`config.mk`:
```
export PLATFORM = sky130hd
export DESIGN_NAME = universal_shift_reg
export DESIGN_NICKNAME = d
export VERILOG_FILES = /design/src/rtl/usr_pkg.sv /design/src/rtl/shift_word_counter.sv /design/src/rtl/universal_shift_reg.sv
export SDC_FILE = /design/constraint.sdc
export NUM_CORES = 1
export LEC_CHECK = 0
export CAP_MARGIN = 20
export CORE_MARGIN = 5
export CORE_UTILIZATION = 40
export DETAILED_ROUTE_END_ITERATION = 8
export PLACE_DENSITY = 0.77
export SETUP_SLACK_MARGIN = 0.4
export SYNTH_ARGS = -nofsm -noshare
export SYNTH_HDL_FRONTEND = slang
export SYNTH_SLANG_ARGS = --single-unit
```
`constraint.sdc`:
```
create_clock -name clk -period 1.5 [get_ports clk]
set_input_delay 0.375 -clock clk [delete_from_list [all_inputs] [get_ports clk]]
set_output_delay 0.375 -clock clk [all_outputs]
set_load 0.05 [all_outputs]
```
`src/rtl/usr_pkg.sv`:
```
// Shared types for the universal shift register: operating mode encoding.
package usr_pkg;

  localparam int MODE_W = 2;

  typedef enum logic [MODE_W-1:0] {
    MODE_HOLD = 2'b00,
    MODE_SHR  = 2'b01,
    MODE_SHL  = 2'b10,
    MODE_LOAD = 2'b11
  } mode_t;

endpackage

```
`src/rtl/shift_word_counter.sv`:
```
// Counts shifts within a word and emits a one-cycle pulse when WIDTH shifts complete.
module shift_word_counter #(
  parameter  int WIDTH = 8,
  localparam int CNT_W = $clog2(WIDTH)
) (
  input  logic             clk,
  input  logic             reset,
  input  logic             inc,
  input  logic             clr,
  output logic [CNT_W-1:0] cnt,
  output logic             wrap_pulse
);

  localparam logic [CNT_W-1:0] CNT_MAX = CNT_W'(WIDTH - 1);

  logic at_max;

  assign at_max = (cnt == CNT_MAX);

  // clr wins over inc so a LOAD discards a partial word without flagging it.
  always_ff @(posedge clk) begin
    if (!reset) begin
      cnt        <= '0;
      wrap_pulse <= 1'b0;
    end else if (clr) begin
      cnt        <= '0;
      wrap_pulse <= 1'b0;
    end else if (inc) begin
      cnt        <= at_max ? '0 : cnt + 1'b1;
      wrap_pulse <= at_max;
    end else begin
      wrap_pulse <= 1'b0;
    end
  end

endmodule

```
`src/rtl/universal_shift_reg.sv`:
```
// WIDTH-bit universal register: hold, shift right, shift left, parallel load,
// with a word-boundary counter that flags every WIDTH shifts.
module universal_shift_reg
  import usr_pkg::*;
#(
  parameter  int WIDTH = 8,
  localparam int CNT_W = $clog2(WIDTH)
) (
  input  logic              clk,
  input  logic              reset,
  input  logic              en,
  input  logic [MODE_W-1:0] mode,
  input  logic              ser_in,
  input  logic [WIDTH-1:0]  par_in,
  output logic [WIDTH-1:0]  par_out,
  output logic              ser_out_lsb,
  output logic              ser_out_msb,
  output logic [CNT_W-1:0]  shift_cnt,
  output logic              word_valid
);

  mode_t            mode_sel;
  logic [WIDTH-1:0] q;
  logic             do_shift;
  logic             do_load;

  assign mode_sel = mode_t'(mode);
  assign do_shift = en && ((mode_sel == MODE_SHR) || (mode_sel == MODE_SHL));
  assign do_load  = en && (mode_sel == MODE_LOAD);

  always_ff @(posedge clk) begin
    if (!reset) begin
      q <= '0;
    end else if (en) begin
      case (mode_sel)
        MODE_SHR:  q <= {ser_in, q[WIDTH-1:1]};
        MODE_SHL:  q <= {q[WIDTH-2:0], ser_in};
        MODE_LOAD: q <= par_in;
        default:   q <= q;
      endcase
    end
  end

  assign par_out     = q;
  assign ser_out_lsb = q[0];
  assign ser_out_msb = q[WIDTH-1];

  shift_word_counter #(
    .WIDTH(WIDTH)
  ) u_cnt (
    .clk       (clk),
    .reset     (reset),
    .inc       (do_shift),
    .clr       (do_load),
    .cnt       (shift_cnt),
    .wrap_pulse(word_valid)
  );

endmodule
```
==> flow_metrics.env <==
export IMPL_status="complete, no violations"
export IMPL_start_kind="flop"
export IMPL_cp_max_fo=4
export IMPL_area_delta_synth_final_pct=119
export IMPL_synth_seq_cells=12
export IMPL_fin_setup_tns_ns=0
export IMPL_grt_overflow=0
export IMPL_antenna_cells=0
export IMPL_cts_tree="built"
export IMPL_seq_area_frac_synth=0.379
export IMPL_p_leak_uw=0.000536
export IMPL_pwr_density_cell_nw_per_um2=720
export IMPL_hpwl_um=1350
export IMPL_row_count=14
export IMPL_worst_slew_pin_slew_ns=0.369
export IMPL_stdcell_area_um2=1390
export IMPL_final_common_cell="buf_12"
export IMPL_drv_slew=0
export IMPL_cp_arrival_ns=0.82
export IMPL_coreArea_um2=1510
export IMPL_startpoint="par_out[7]"
export IMPL_ys_warn_count=0
export IMPL_drive_gt1_frac=0.649
export IMPL_drt_iter0_markers=45
export IMPL_min_period_ns=1.20
export IMPL_finalSetupViolCount=0
export IMPL_antenna_found_initial=0
export IMPL_layout_nets=134
export IMPL_cp_required_ns=1.12
export IMPL_worst_setup_path_end_kind="output pin"
export IMPL_clkTransAtPathRegs_ns=0.08
export IMPL_dieArea_um2=2480
export IMPL_period_share=0.797
export IMPL_slew_headroom=0.754
export IMPL_htreeDepth=1
export IMPL_ant_nets=0
export IMPL_place_area_um2=1110
export IMPL_critPathTopFamily="flip-flops"
export IMPL_cp_cell_sequence="buf_12"
export IMPL_hold_path_class="reg2reg"
export IMPL_cts_buffer_depth=2
export IMPL_critPathBufInv=1
export IMPL_io_pins=28
export IMPL_die_h_um=49.8
export IMPL_wire_per_inst_um=20.7
export IMPL_port_buffers=27
export IMPL_syn_area_um2=633
export IMPL_grt_max_degree=13
export IMPL_fmax_mhz=836
export IMPL_die_w_um=49.8
export IMPL_syn_area_per_cell_um2=9.18
export IMPL_drc=0
export IMPL_drt_vias_per_instance=5.90
export IMPL_grt_pass1_wl_um=4010
export IMPL_synth_nets=88
export IMPL_final_cell_mix="15 x buf_12, 14 x buf_4, 11 x dfxtp_4, 9 x clkdlybuf4s50_1"
export IMPL_rr_startpoint="u_cnt.cnt[0]"
export IMPL_rsz0062_at_grt="yes"
export IMPL_maxCapViolations=0
export IMPL_clock_latency_ns=0.29
export IMPL_first_global_vias=748
export IMPL_min_from="u_cnt.cnt[1]"
export IMPL_routed_wl_um=2690
export IMPL_drt_pre_antenna_iters=4
export IMPL_cts_hold_buf=0
export IMPL_dr_total_vias=767
export IMPL_finalHoldViolations=0
export IMPL_start_util=0.420
export IMPL_grtUsageTotal=0.216
export IMPL_synth_cells=69
export IMPL_irDropWorstVdd_mv=0.638
export IMPL_critPathKind="reg2out"
export IMPL_cts_made_buffers=3
export IMPL_critical_path_max_stage_delay_ns=0.39
export IMPL_gp_congestion=0.781
export IMPL_skew_ns=0.00300
export IMPL_setup_ws_ns=0.304
export IMPL_cts_root_buf="clkbuf_4"
export IMPL_dpl_worst_slack_ns=-0.392
export IMPL_synthDistinctLibCells=18
export IMPL_critPathSlowestCell="dfxtp_4"
export IMPL_postLayoutCoreUtil=0.919
export IMPL_cts_sinks=12
sequential cells by signal, summed over array words and instances (netlist names):
name,cells
u_cnt.cnt,3
par_out,8
u_cnt.wrap_pulse,1
worst min-delay path, stage by stage, from the launching register on:
cell and delay, ns:
dfxtp_4 0.39, a22oi_2 0.08, nor2b_1 0.11
metal layers:
layer / share of wire / track usage / up-vias
li1: - / - / 347
met1: 0.35 / 0.259 / 355
met2: 0.53 / 0.375 / 55
met3: 0.095 / 0.0602 / 10
met4: 0.029 / 0.0524 / 0
met5: 0 / 0 / -
cell families after synthesis:
kind of cell	synth area share
AOI/OAI and AO/OA	0.287
adders and majority gates	0.0988
buffers and inverters	0.0949
DFF	0.379
and+or+nand+nor	0.140
layout make-up:
type,instances,area (µm²)
multi-input cells,50,457
clock buffers,3,22.5
flip-flops and latches,12,283
repair buffers,46,572
fillers,57,121
inverters,2,27.5
well taps,16,20.0
clock inverters,1,3.75
power breakdown:
group	leakage (µW)	switching (µW)	internal [µW]	total, µW
sequential	0.000107	27.1	333	360
clock	0.0000154	126	96.8	223
combinational	0.000414	204	210	414
worst paths after layout:
| kind | slack (ns) | endpoint | cells past startpoint |
|---|---|---|---|
| min | 0.61 | u_cnt.cnt[1] | 2 |
| max | 0.30 | ser_out_msb | 1 |
| min reg2reg | 0.61 | u_cnt.cnt[1] | 2 |
| max reg2reg | 0.33 | u_cnt.cnt[2] | 4 |
synthesized netlist by cell type:
master	count	area (µm²)
o21ai_2	1	8.76
and2b_4	1	10.0
a22oi_1	11	82.6
nor2_1	1	3.75
a31oi_1	8	50.1
buf_4	4	30.0
nand2_1	8	30.0
nor2_4	1	11.3
o21ai_0	6	30.0
inv_1	2	7.51
nor2b_1	3	18.8
ha_1	5	62.6
o21ai_1	2	10.0
and3b_1	1	8.76
and3_1	1	6.26
dfxtp_1	12	240
buf_8	1	15.0
clkbuf_4	1	7.51
per-stage QoR:
stage          total power (µW)  hold slack [ns]  std cells
2_1_floorplan               535            0.503         69
3_3_place_gp                688            0.521        109
3_5_place_dp                696            0.521        109
4_1_cts                     950            0.553        125
5_1_grt                    1040            0.648        130
6_report                    997            0.613        130
what timing repair did:
action,in CTS,in global routing
setup endpoints to repair,26,26
gates cloned,1,0
setup buffers,11,5
resized for setup,43,9
pin swaps,17,12
No activity file was read; power rests on OpenSTA's default activity.
